==> config.mk <==
export PLATFORM = sky130hd
export DESIGN_NAME = key_conditioner
export DESIGN_NICKNAME = d
export VERILOG_FILES = /design/src/rtl/stopwatch_pkg.sv /design/src/rtl/key_channel.sv /design/src/rtl/key_conditioner.sv
export SDC_FILE = /design/constraint.sdc
export NUM_CORES = 1
export LEC_CHECK = 0
export CAP_MARGIN = 30
export CORE_MARGIN = 2
export CORE_UTILIZATION = 55
export CTS_BUF_LIST = sky130_fd_sc_hd__clkbuf_4 sky130_fd_sc_hd__clkbuf_8
export DETAILED_ROUTE_END_ITERATION = 16
export GPL_ROUTABILITY_DRIVEN = 1
export GPL_TIMING_DRIVEN = 0
export PLACE_DENSITY = 0.72
export SLEW_MARGIN = 20
export SYNTH_ARGS = -nofsm -noshare
export SYNTH_HDL_FRONTEND = slang
export SYNTH_SLANG_ARGS = --single-unit
==> constraint.sdc <==
create_clock -name clock_50M -period 5.5 [get_ports clock_50M]
set_clock_uncertainty 0.15 [all_clocks]
set_input_delay 1.1 -clock clock_50M [delete_from_list [all_inputs] [get_ports clock_50M]]
set_output_delay 1.1 -clock clock_50M [all_outputs]
set_load 0.02 [all_outputs]
==> src/rtl/stopwatch_pkg.sv <==
// Shared types and constants for the stopwatch push-button front end.
package stopwatch_pkg;

  typedef enum logic [1:0] {
    IDLE         = 2'd0,
    PRESS_WAIT   = 2'd1,
    HELD         = 2'd2,
    RELEASE_WAIT = 2'd3
  } key_state_t;

  localparam int unsigned CLOCK_HZ = 32'd50_000_000;

  localparam int unsigned KEY_START_STOP = 32'd0;
  localparam int unsigned KEY_LAP_RESET  = 32'd1;

  // 20 ms debounce window and 1 s long-press threshold at CLOCK_HZ.
  localparam int unsigned DEFAULT_DEBOUNCE_CYCLES   = 32'd1_000_000;
  localparam int unsigned DEFAULT_LONG_PRESS_CYCLES = 32'd50_000_000;

endpackage

==> src/rtl/key_channel.sv <==
// One key: 2-flop synchroniser, debounce/hold FSM and registered event pulses.
module key_channel
  import stopwatch_pkg::*;
#(
  parameter int unsigned DEBOUNCE_CYCLES   = DEFAULT_DEBOUNCE_CYCLES,
  parameter int unsigned LONG_PRESS_CYCLES = DEFAULT_LONG_PRESS_CYCLES
) (
  input  logic clock_50M,
  input  logic reset,
  input  logic key_n,
  output logic key_level,
  output logic press_pulse,
  output logic release_pulse,
  output logic short_pulse,
  output logic long_pulse
);

  localparam int unsigned DEB_W  = $clog2(DEBOUNCE_CYCLES + 1);
  localparam int unsigned HOLD_W = $clog2(LONG_PRESS_CYCLES + 1);
  localparam logic [DEB_W-1:0]  DEB_LAST  = DEB_W'(DEBOUNCE_CYCLES - 1);
  localparam logic [HOLD_W-1:0] HOLD_MAX  = HOLD_W'(LONG_PRESS_CYCLES);
  localparam logic [HOLD_W-1:0] HOLD_LAST = HOLD_W'(LONG_PRESS_CYCLES - 1);

  logic              meta_q;
  logic              key_sync_q;
  key_state_t        state_q;
  logic [DEB_W-1:0]  deb_cnt_q;
  logic [HOLD_W-1:0] hold_cnt_q;
  logic              long_fired_q;
  logic              key_level_q;
  logic              press_q;
  logic              release_q;
  logic              short_q;
  logic              long_q;

  logic [DEB_W-1:0]  deb_inc_d;
  logic              deb_done_d;
  logic [HOLD_W-1:0] hold_cnt_d;
  logic              long_hit_d;

  always_comb begin
    deb_inc_d  = deb_cnt_q + 1'b1;
    deb_done_d = (deb_cnt_q >= DEB_LAST);
    hold_cnt_d = (hold_cnt_q == HOLD_MAX) ? HOLD_MAX : hold_cnt_q + 1'b1;
    long_hit_d = (hold_cnt_q == HOLD_LAST) && !long_fired_q;
  end

  // deb_cnt holds the number of consecutive opposing samples already seen, so
  // the sample that leaves a settled state counts as the first one.
  always_ff @(posedge clock_50M) begin
    if (reset) begin
      meta_q       <= 1'b1;
      key_sync_q   <= 1'b1;
      state_q      <= IDLE;
      deb_cnt_q    <= '0;
      hold_cnt_q   <= '0;
      long_fired_q <= 1'b0;
      key_level_q  <= 1'b0;
      press_q      <= 1'b0;
      release_q    <= 1'b0;
      short_q      <= 1'b0;
      long_q       <= 1'b0;
    end else begin
      meta_q     <= key_n;
      key_sync_q <= meta_q;
      press_q    <= 1'b0;
      release_q  <= 1'b0;
      short_q    <= 1'b0;
      long_q     <= 1'b0;
      case (state_q)
        IDLE, PRESS_WAIT: begin
          if (key_sync_q) begin
            state_q   <= IDLE;
            deb_cnt_q <= '0;
          end else if (deb_done_d) begin
            state_q      <= HELD;
            deb_cnt_q    <= '0;
            hold_cnt_q   <= '0;
            long_fired_q <= 1'b0;
            key_level_q  <= 1'b1;
            press_q      <= 1'b1;
          end else begin
            state_q   <= PRESS_WAIT;
            deb_cnt_q <= deb_inc_d;
          end
        end
        HELD, RELEASE_WAIT: begin
          hold_cnt_q <= hold_cnt_d;
          if (long_hit_d) begin
            long_q       <= 1'b1;
            long_fired_q <= 1'b1;
          end
          if (!key_sync_q) begin
            state_q   <= HELD;
            deb_cnt_q <= '0;
          end else if (deb_done_d) begin
            state_q     <= IDLE;
            deb_cnt_q   <= '0;
            key_level_q <= 1'b0;
            release_q   <= 1'b1;
            short_q     <= !long_fired_q && !long_hit_d;
          end else begin
            state_q   <= RELEASE_WAIT;
            deb_cnt_q <= deb_inc_d;
          end
        end
        default: begin
          state_q     <= IDLE;
          deb_cnt_q   <= '0;
          key_level_q <= 1'b0;
        end
      endcase
    end
  end

  assign key_level     = key_level_q;
  assign press_pulse   = press_q;
  assign release_pulse = release_q;
  assign short_pulse   = short_q;
  assign long_pulse    = long_q;

endmodule

==> src/rtl/key_conditioner.sv <==
// Debounced key front end: NUM_KEYS independent key_channel instances.
module key_conditioner
  import stopwatch_pkg::*;
#(
  parameter int          NUM_KEYS          = 2,
  parameter int unsigned DEBOUNCE_CYCLES   = DEFAULT_DEBOUNCE_CYCLES,
  parameter int unsigned LONG_PRESS_CYCLES = DEFAULT_LONG_PRESS_CYCLES
) (
  input  logic                clock_50M,
  input  logic                reset,
  input  logic [NUM_KEYS-1:0] key_n,
  output logic [NUM_KEYS-1:0] key_level,
  output logic [NUM_KEYS-1:0] press_pulse,
  output logic [NUM_KEYS-1:0] release_pulse,
  output logic [NUM_KEYS-1:0] short_pulse,
  output logic [NUM_KEYS-1:0] long_pulse
);

  if (NUM_KEYS < 1) begin : g_bad_num_keys
    $error("key_conditioner: NUM_KEYS must be at least 1");
  end
  if (DEBOUNCE_CYCLES < 1) begin : g_bad_debounce
    $error("key_conditioner: DEBOUNCE_CYCLES must be at least 1");
  end
  if (LONG_PRESS_CYCLES <= DEBOUNCE_CYCLES) begin : g_bad_long
    $error("key_conditioner: LONG_PRESS_CYCLES must exceed DEBOUNCE_CYCLES");
  end

  for (genvar k = 0; k < NUM_KEYS; k++) begin : g_key
    key_channel #(
      .DEBOUNCE_CYCLES  (DEBOUNCE_CYCLES),
      .LONG_PRESS_CYCLES(LONG_PRESS_CYCLES)
    ) u_key_channel (
      .clock_50M    (clock_50M),
      .reset        (reset),
      .key_n        (key_n[k]),
      .key_level    (key_level[k]),
      .press_pulse  (press_pulse[k]),
      .release_pulse(release_pulse[k]),
      .short_pulse  (short_pulse[k]),
      .long_pulse   (long_pulse[k])
    );
  end

endmodule

# ---- Yosys cells after proc, flatten, opt, wreduce, memory -nomap -nowiden
# Index checks and enable logic that the tools add are counted.
dict set report totals {
  regBits 112
  inputBits 4
  output_inout_bits 10
}
dict set report op_classes {
  addsub 4
  order_cmp 2
  n_eq_ne 20
  muxes 46
  bitwise_logic 8
  reduce_logical 28
}
# operator n
set op_table {}
lappend op_table {{2-to-1 mux 26 bit} 6}
lappend op_table {{2-to-1 mux 20 bit} 6}
lappend op_table {{== test 26 bit, second input constant} 4}
lappend op_table {{case mux 26 bit (2 select lines)} 2}
lappend op_table {{case mux 20 bit (2 select lines)} 2}
lappend op_table {{adder 26 x 1 -> 26 bit, second input constant} 2}
lappend op_table {{adder 20 x 1 -> 20 bit, second input constant} 2}
lappend op_table {{greater-or-equal comparator 20 bit, second input constant} 2}
lappend op_table {{2-to-1 mux 1 bit} 16}
lappend op_table {{2-to-1 mux 2 bit} 8}
lappend op_table {{!= test 2 x 1 -> 1 bit, second input constant} 8}
lappend op_table {{OR reduction 2 bit} 6}
lappend op_table {{OR reduction 3 bit} 4}
lappend op_table {{== test 2 bit, second input constant} 4}
lappend op_table {{NOT 1 bit} 8}
lappend op_table {{case mux 1 bit (2 select lines)} 4}
lappend op_table {{case mux 2 bit (2 select lines)} 2}
lappend op_table {{AND reduction 4 bit} 2}
lappend op_table {{OR reduction 4 bit} 2}
lappend op_table {{AND reduction 3 bit} 2}
lappend op_table {{== test 2 x 1 -> 1 bit, second input constant} 2}
lappend op_table {{logical AND 1 bit} 4}
lappend op_table {{zero test 1 bit} 4}
lappend op_table {{zero test 2 bit} 2}
lappend op_table {{other kinds (2)} 4}

# ---- Logic depth before layout (Yosys ltp)
# Gate-level depths: netlist (run 1).
dict set report depth {
  word_depth 4
  depth_mapped 8
}

# ---- Hierarchy
# From an unflattened synthesis (run 1), not the netlist that was laid out.
dict set report unflattened {
  cells_unflattened 635
  hier_area_um2 5376.4
}
# mod instances cells_each area_each_um2 seq_area_each_um2
set by_module_without_submodules {}
lappend by_module_without_submodules {{key_channel (g_key[0].u_key_channel)} 1 320 2698.8 1101.1}
lappend by_module_without_submodules {{key_channel (g_key[1].u_key_channel)} 1 315 2677.6 1101.1}

# ---- Least setup slack after synthesis (run 1)
# OpenSTA, ideal clock, no wires.
dict set report synth_timing {
  path_type {input port to flip-flop}
  from {input reset}
  to {register g_key[1].u_key_channel.hold_cnt_q[6]}
  arrival_ns 2.303
  path_slack_ns 2.973
  path_stages 7
  cell_sequence {clkbuf_1 > inv_1 > nand2_1 > a31oi_1 > clkbuf_1 > o21ai_0 > a31oi_1}
}
# element line
set synth_rtl {}
lappend synth_rtl {{from (decl)} key_conditioner.sv:10} ;# input logic reset,
lappend synth_rtl {{to (signal assigned)} key_channel.sv:88} ;# hold_cnt_q <= hold_cnt_d;
lappend synth_rtl {{to (decl)} key_channel.sv:28} ;# logic [HOLD_W-1:0] hold_cnt_q;

==> results of run 1 <==
## flip-flops by register name, summed over array words and instances, names as in the netlist
register                           cells
g_key.u_key_channel.hold_cnt_q        52
g_key.u_key_channel.deb_cnt_q         40
g_key.u_key_channel.key_level          2
g_key.u_key_channel.key_sync_q         2
g_key.u_key_channel.long_fired_q       2
g_key.u_key_channel.long_pulse         2
g_key.u_key_channel.meta_q             2
g_key.u_key_channel.press_pulse        2
g_key.u_key_channel.release_pulse      2
g_key.u_key_channel.short_pulse        2
g_key.u_key_channel.state_q            2
## worst max-delay path, stage by stage
cell and delay [ps]:
clkbuf_1 200, inv_1 260, nand2_1 190, a31oi_1 380, clkbuf_1 390, o21ai_0 160, a31oi_1 210
## final cells by class
| cell class | count | share of cell area |
|---|---|---|
| multi-input combinational | 479 | 0.494 |
| buffer | 36 | 0.0329 |
| timing repair buffer | 14 | 0.0218 |
| tap | 133 | 0.0279 |
| clock buffer | 11 | 0.0243 |
| inverter | 25 | 0.0157 |
| clock inverter | 5 | 0.0136 |
| sequential | 110 | 0.369 |
## stage by stage
stage / area [sq um] / utilization / setup WS, ps
after global placement: 5730 / 0.591 / 2430
after detailed placement: 5730 / 0.591 / 2380
after floorplan: 5440 / - / 2970
after CTS: 5950 / 0.615 / 2740
final: 5960 / 0.616 / 2750
after global routing: 5960 / 0.616 / 2560
## power groups by stage
stage               Clock (W)  Sequential (W)  Combinational (W)
floorplan                   0        0.000820          0.0000191
global placement            0        0.000821          0.0000267
detailed placement          0        0.000821          0.0000272
CTS                  0.000566        0.000802          0.0000274
global route         0.000598        0.000803          0.0000299
finish               0.000552        0.000802          0.0000271
## per-layer routing
layer / share of wire / global-route usage / wire (um) / up-vias
met5: 0 / 0 / 0 / -
met4: 0.012 / 0.0860 / 144 / 0
met3: 0.053 / 0.0632 / 635 / 13
met2: 0.47 / 0.373 / 5630 / 140
met1: 0.46 / 0.301 / 5520 / 2249
li1: - / - / - / 2400
## cell usage in the layout (no fill, tap or decap), types with 4 or more instances in the layout
| cell type | n |
|---|---|
| xnor2_1 | 23 |
| or4_1 | 4 |
| nand4_1 | 21 |
| buf_2 | 4 |
| a21oi_1 | 16 |
| clkbuf_1 | 18 |
| nand3_1 | 44 |
| buf_4 | 11 |
| clkdlybuf4s50_1 | 12 |
| and3_1 | 20 |
| or3_1 | 4 |
| and4_1 | 11 |
| nand2b_1 | 5 |
| mux2i_1 | 5 |
| a22o_1 | 9 |
| a21o_1 | 7 |
| dfxtp_1 | 110 |
| a41oi_1 | 4 |
| nand2_1 | 50 |
| inv_1 | 25 |
| or2_2 | 7 |
| ha_1 | 6 |
| xor2_1 | 18 |
| nor4_1 | 10 |
| a31oi_1 | 22 |
| and2_1 | 12 |
| o21ai_0 | 19 |
| nor3_1 | 31 |
| a211o_1 | 12 |
| clkbuf_8 | 10 |
| nor2_1 | 72 |
## final timing paths
kind | startpoint | end | slack (ps) | cells after the start
setup / recovery | reset | g_key[1].u_key_channel.hold_cnt_q[6]$_SDFFE_PP0P_ | 2750 | 7
setup reg to reg | g_key[1].u_key_channel.deb_cnt_q[0]$_SDFF_PP0_ | g_key[1].u_key_channel.hold_cnt_q[11]$_SDFFE_PP0P_ | 2810 | 7
hold / removal | g_key[0].u_key_channel.meta_q$_SDFF_PP1_ | g_key[0].u_key_channel.key_sync_q$_SDFF_PP1_ | 270 | 1
hold reg to reg | g_key[0].u_key_channel.meta_q$_SDFF_PP1_ | g_key[0].u_key_channel.key_sync_q$_SDFF_PP1_ | 270 | 1
## cells by family (layout without fill, tap and decap cells)
| kind of cell | Yosys count | after routing |
|---|---|---|
| xor gates and xnor gates | 41 | 41 |
| buffers and inverters | 61 | 91 |
| and+or+nand+nor | 311 | 311 |
| muxes | 5 | 5 |
| DFF | 110 | 110 |
| adders and majority gates | 6 | 6 |
| AOI/OAI and AO/OA | 116 | 116 |
==> reports/metrics.csv, run 1 <==
metric;value;unit
GRT overflow;0;
Clock Sinks;110;
synth top area cells;dfxtp_1 (40%), nor2_1 (5.0%), nand3_1 (4.0%);
Setup CP Type;in -> reg;
sequential area share after synthesis;0.405;
Comb power frac;0.020;
post-synthesis adder-cell area fraction;0.0138;
Cells after DPL;795;
area fraction in compound gates after synthesis;0.150;
Pre-antenna DRT Iters;5;
RD Place Congestion;0.859;
top-count cell post-synth;dfxtp_1;
Num CTS Buffers;9;
Reg power frac;0.581;
Max-Cap Viols;0;
area delta synth->final;9.61;%
largest net degree at the start of global routing;18;
ys flop type;dfxtp_1;
Post-CTS Setup Inserts;0;
Max Clock Freq;0.363;GHz
initial antenna violation count;0;
mapped cell area;5440;sq um
Final HPWL DP;8240;um
number of synthesized flops with an enable pin;0;
Yosys warning count;0;
area leader, netlist;dfxtp_1;
Rel. slew slack;0.419;
crit path DAT;2910;ps
Gates resized, CTS repair;0;
CTS root buf;clkbuf_8;
footprint of the multi-input gates;2950;sq um
syn avg cell area;8.37;sq um
first-pass GRT wire length;19600;um
routed len/inst;14.7;um
post-route clock period utilization;0.500;
num rows;36;
synth cell count leaders;dfxtp_1 (110), nor2_1 (72), nand2_1 (50);
Pwr Total;0.00138;W
H-tree levels;3;
CTS clk-pin slew, worst paths;100;ps
Initial Util;0.562;
Post-Synth XOR/XNOR Area;0.0660;
post-synthesis simple-gate area fraction;0.303;
setup TNS;0;ps
Die W;103;um
Filler cells;877;
core area;9680;sq um
Die Ht;103;um
Sequential Area;2200;sq um
syn_nets;660;
IO buf count;12;
routed vias/inst;5.91;
max-slew violations;0;
Die ar.;10700;sq um
# DRC;0;
Synth top area share;0.405;
main combinational cell family by area after synthesis;simple AND/OR/NAND/NOR gates;
Async SR Flop Fraction;0;
Clk network pwr share;0.399;
via count;4802;
Syn Inst Count;650;
# setup viols final;0;
run status;completed;
Worst setup SP type;input pin;
antenna cell count;0;
Tightest Hold Check Type;reg -> reg;
pwr/cell area;232;nW/um^2
Antenna Nets Post-Route;0;
RSZ-0062 raised after global routing;false;
Hold-fix buffers, CTS;0;
mux contribution to synthesized area;0.00920;
register bit total from synthesis;110;
Crit path required time;5660;ps
DR iter-0 viols;166;
CP Max Fanout;10;
Setup crit end kind;flop;
GRT Total Usage;0.233;
fin crit period;2750;ps
Worst Tran Pin Value;869;ps
unique cell type count in the Yosys netlist;62;
CTS tree;done;
VDD IR-drop max;0.156;mV
final hold vios;0;
maximum buffer depth of the clock tree;2;
Internal;0.00108;W
number of global-route vias before repair;4277;
Routed WL;11900;um
worst skew pair latency;390;ps
layout cells sized above 1;0.0765;
Layout Nets;685;
hold_ws;272;ps
Sw Ratio;0.214;
Psw;0.000296;W
Final Non-Filler Cells;813;
Pleak;2.15;nW
Ports;14;
(Power assumes the default switching activity.)
==> inputs of run 2 (changes only) <==
Settings changed: PLACE_DENSITY 0.72 to 0.75.
Clock period 5.5 ns to 2.3 ns, I/O delays scaled along.
==> run 2 against run 1 <==
Core utilization is 3.4 points higher. Wire length grew 3.6%. Via count grew 1.9%. Non-clock buffer count up 16. Final area up 5.6%. Register-to-register slack got worse by 2700 ps. First-iteration DRC count is 55% higher. Sequential power up 140%. Highest routed layer unchanged. Worst hold slack improved by 7.1 ps.
==> reports/metrics.csv, run 2 (synthesis results as in run 1) <==
metric;value;unit;change
run status;completed;;
most common cell after layout, fill and taps aside;dfxtp_1;;
IO buf count;12;;unchanged
via count;4891;;+1.9%
Tightest Hold Check Type;reg -> reg;;
number of global-route vias before repair;4451;;+4.1%
Clock Sinks;110;;unchanged
layout cells sized above 1;0.149;;+0.0730
biggest regs;g_key.u_key_channel.hold_cnt_q x52, g_key.u_key_channel.deb_cnt_q x40;;
GRT Total Usage;0.243;;+0.00996
fin crit period;2210;ps;
core area;9680;sq um;unchanged
num rows;36;;unchanged
Pre-antenna DRT Iters;5;;unchanged
Pleak;2.33;nW;+8.7%
CTS root buf;clkbuf_8;;
post-route clock period utilization;0.963;;
Routed WL;12400;um;+3.6%
crit path DAT;2350;ps;-560 ps
hold endpoint;g_key[1].u_key_channel.key_sync_q$_SDFF_PP1_;;
Rel. slew slack;0.592;;+0.173
area delta synth->final;15.7;%;
Max Clock Freq;0.452;GHz;
RD Place Congestion;0.971;;+13%
critical path, cell by cell;or4b_4, nor4_4, buf_4, a31o_4, nor3_1, a211o_1;;
max FFs per register;52;;unchanged
Worst Tran Pin Value;606;ps;-263 ps
Max-Cap Viols;0;;unchanged
R2R Setup Slk;90;ps;-2720 ps
Crit path required time;2440;ps;-3220 ps
VDD IR-drop max;0.450;mV;+190%
H-tree levels;3;;unchanged
Filler cells;801;;-8.7%
Die W;103;um;unchanged
initial antenna violation count;0;;unchanged
worst reg2reg path depth;6;;-1
final hold vios;0;;unchanged
Ports;14;;unchanged
Final HPWL DP;8220;um;-0.27%
Hold-fix buffers, CTS;0;;unchanged
most frequent cells in the layout;dfxtp_1 (103), nor2_1 (72), nand2_1 (49), nand3_1 (42), buf_4 (32);;
Antenna Nets Post-Route;0;;unchanged
Worst R2R End;g_key[0].u_key_channel.hold_cnt_q[24]$_SDFFE_PP0P_;;
first-pass GRT wire length;20700;um;+5.8%
Initial Util;0.562;;unchanged
setup TNS;0;ps;unchanged
Die ar.;10700;sq um;unchanged
maximum buffer depth of the clock tree;2;;unchanged
Setup CP Type;reg -> reg;;
Sequential Area;2220;sq um;+0.63%
Worst setup SP type;flop;;
antenna cell count;0;;unchanged
routed len/inst;14.9;um;+1.6%
reg2reg start;g_key[0].u_key_channel.hold_cnt_q[11]$_SDFFE_PP0P_;;
pwr/cell area;511;nW/um^2;+120%
CTS tree;done;;
CTS clk-pin slew, worst paths;110;ps;about the same
# setup viols final;0;;unchanged
footprint of the multi-input gates;3130;sq um;+6.0%
# DRC;0;;unchanged
DR iter-0 viols;257;;+55%
worst hold path depth;1;;unchanged
Setup crit end kind;flop;;
routed vias/inst;5.90;;-0.11%
Die Ht;103;um;unchanged
max-slew violations;0;;unchanged
Reg with most FFs;g_key.u_key_channel.hold_cnt_q;;
min-delay src;g_key[1].u_key_channel.meta_q$_SDFF_PP1_;;
Layout Nets;701;;+2.3%
CP Max Fanout;8;;-2
worst skew pair latency;390;ps;about the same
Num CTS Buffers;9;;unchanged
slowest stage delay, CP;530;ps;+140 ps
hold_ws;279;ps;+7.11 ps
GRT overflow;0;;unchanged
worst-path cell with the longest stage delay;or4b_4;;
largest net degree at the start of global routing;20;;+2
[run 2: cell count changes in the layout (fill, tap and decap cells not counted), moves of 3 or more]
cell | before | now
buf_4 | 11 | 32
clkbuf_1 | 18 | 10
dfxtp_1 | 110 | 103
nor4_1 | 10 | 4
dfxtp_2 | 0 | 5
nor4_4 | 1 | 5
buf_2 | 4 | 1
buf_6 | 2 | 5
clkbuf_2 | 2 | 5
[run 2: through the flow]
| stage | instances | total power, W | utilization | area (sq um) | setup slack [ps] |
|---|---|---|---|---|---|
| 2_1_floorplan | 650 | 0.00201 | - | 5440 | 79.2 |
| 6_report | 829 | 0.00322 | 0.650 | 6300 | 85.2 |
| 5_1_grt | 829 | 0.00334 | 0.650 | 6300 | -4.68 |
| 3_5_place_dp | 795 | 0.00203 | 0.591 | 5730 | -382 |
| 4_1_cts | 819 | 0.00325 | 0.630 | 6100 | 4.84 |
| 3_3_place_gp | 795 | 0.00203 | 0.591 | 5730 | -312 |
[run 2: report_power, final]
part | internal, W | leakage (nW) | switching [W]
Combinational | 0.0000323 | 1.34 | 0.0000418
Clock | 0.000521 | 0.103 | 0.000706
Sequential | 0.00191 | 0.891 | 0.00000806
[run 2: how the worst max path moves through the flow]
stage	startpoint	end
after detailed placement	g_key[1].u_key_channel.deb_cnt_q[0]$_SDFF_PP0_	g_key[1].u_key_channel.hold_cnt_q[11]$_SDFFE_PP0P_
after global placement	g_key[1].u_key_channel.deb_cnt_q[0]$_SDFF_PP0_	g_key[1].u_key_channel.hold_cnt_q[11]$_SDFFE_PP0P_
final	g_key[0].u_key_channel.hold_cnt_q[11]$_SDFFE_PP0P_	g_key[0].u_key_channel.hold_cnt_q[24]$_SDFFE_PP0P_
after floorplan	g_key[1].u_key_channel.deb_cnt_q[0]$_SDFF_PP0_	g_key[1].u_key_channel.hold_cnt_q[13]$_SDFFE_PP0P_
after CTS	g_key[0].u_key_channel.deb_cnt_q[5]$_SDFF_PP0_	g_key[0].u_key_channel.deb_cnt_q[17]$_SDFF_PP0_
after global routing	g_key[0].u_key_channel.deb_cnt_q[11]$_SDFF_PP0_	g_key[0].u_key_channel.hold_cnt_q[19]$_SDFFE_PP0P_
[run 2: routing by layer]
metal | track usage | share of wire
met4 | 0.0759 | 0.013
met2 | 0.398 | 0.48
met5 | 0 | 0
met1 | 0.316 | 0.46
met3 | 0.0585 | 0.049
[run 2: worst max-delay path: cells and delay by family, from the launching register on]
kind,cells,cell delay [ps]
AND/OR/NAND/NOR,3,900
AO/OA/AOI/OAI,2,480
flip-flops,1,380
buffers and inverters,1,190
[run 2: what timing repair did]
item / in CTS / in global routing
setup endpoints to repair: 60 / 88
cloned: 0 / 0
setup buffers: 8 / 12
pin swaps: 5 / 10
hold endpoints to repair: 0 / 0
resized for setup: 23 / 40
[run 2: final cells by class]
class / instances / area share
Multi-Input combinational cell: 479 / 0.497
Sequential cell: 110 / 0.352
Timing Repair Buffer: 32 / 0.0429
Buffer: 34 / 0.0346
Tap cell: 133 / 0.0264
Clock buffer: 9 / 0.0197
Inverter: 25 / 0.0149
Clock inverter: 7 / 0.0131
==> inputs of run 3 (changes only) <==
Settings changed: CTS_CLUSTER_SIZE set to 30.
==> results of run 3 <==
Same layout as run 2: the final DEF is identical, and so are final timing and power.
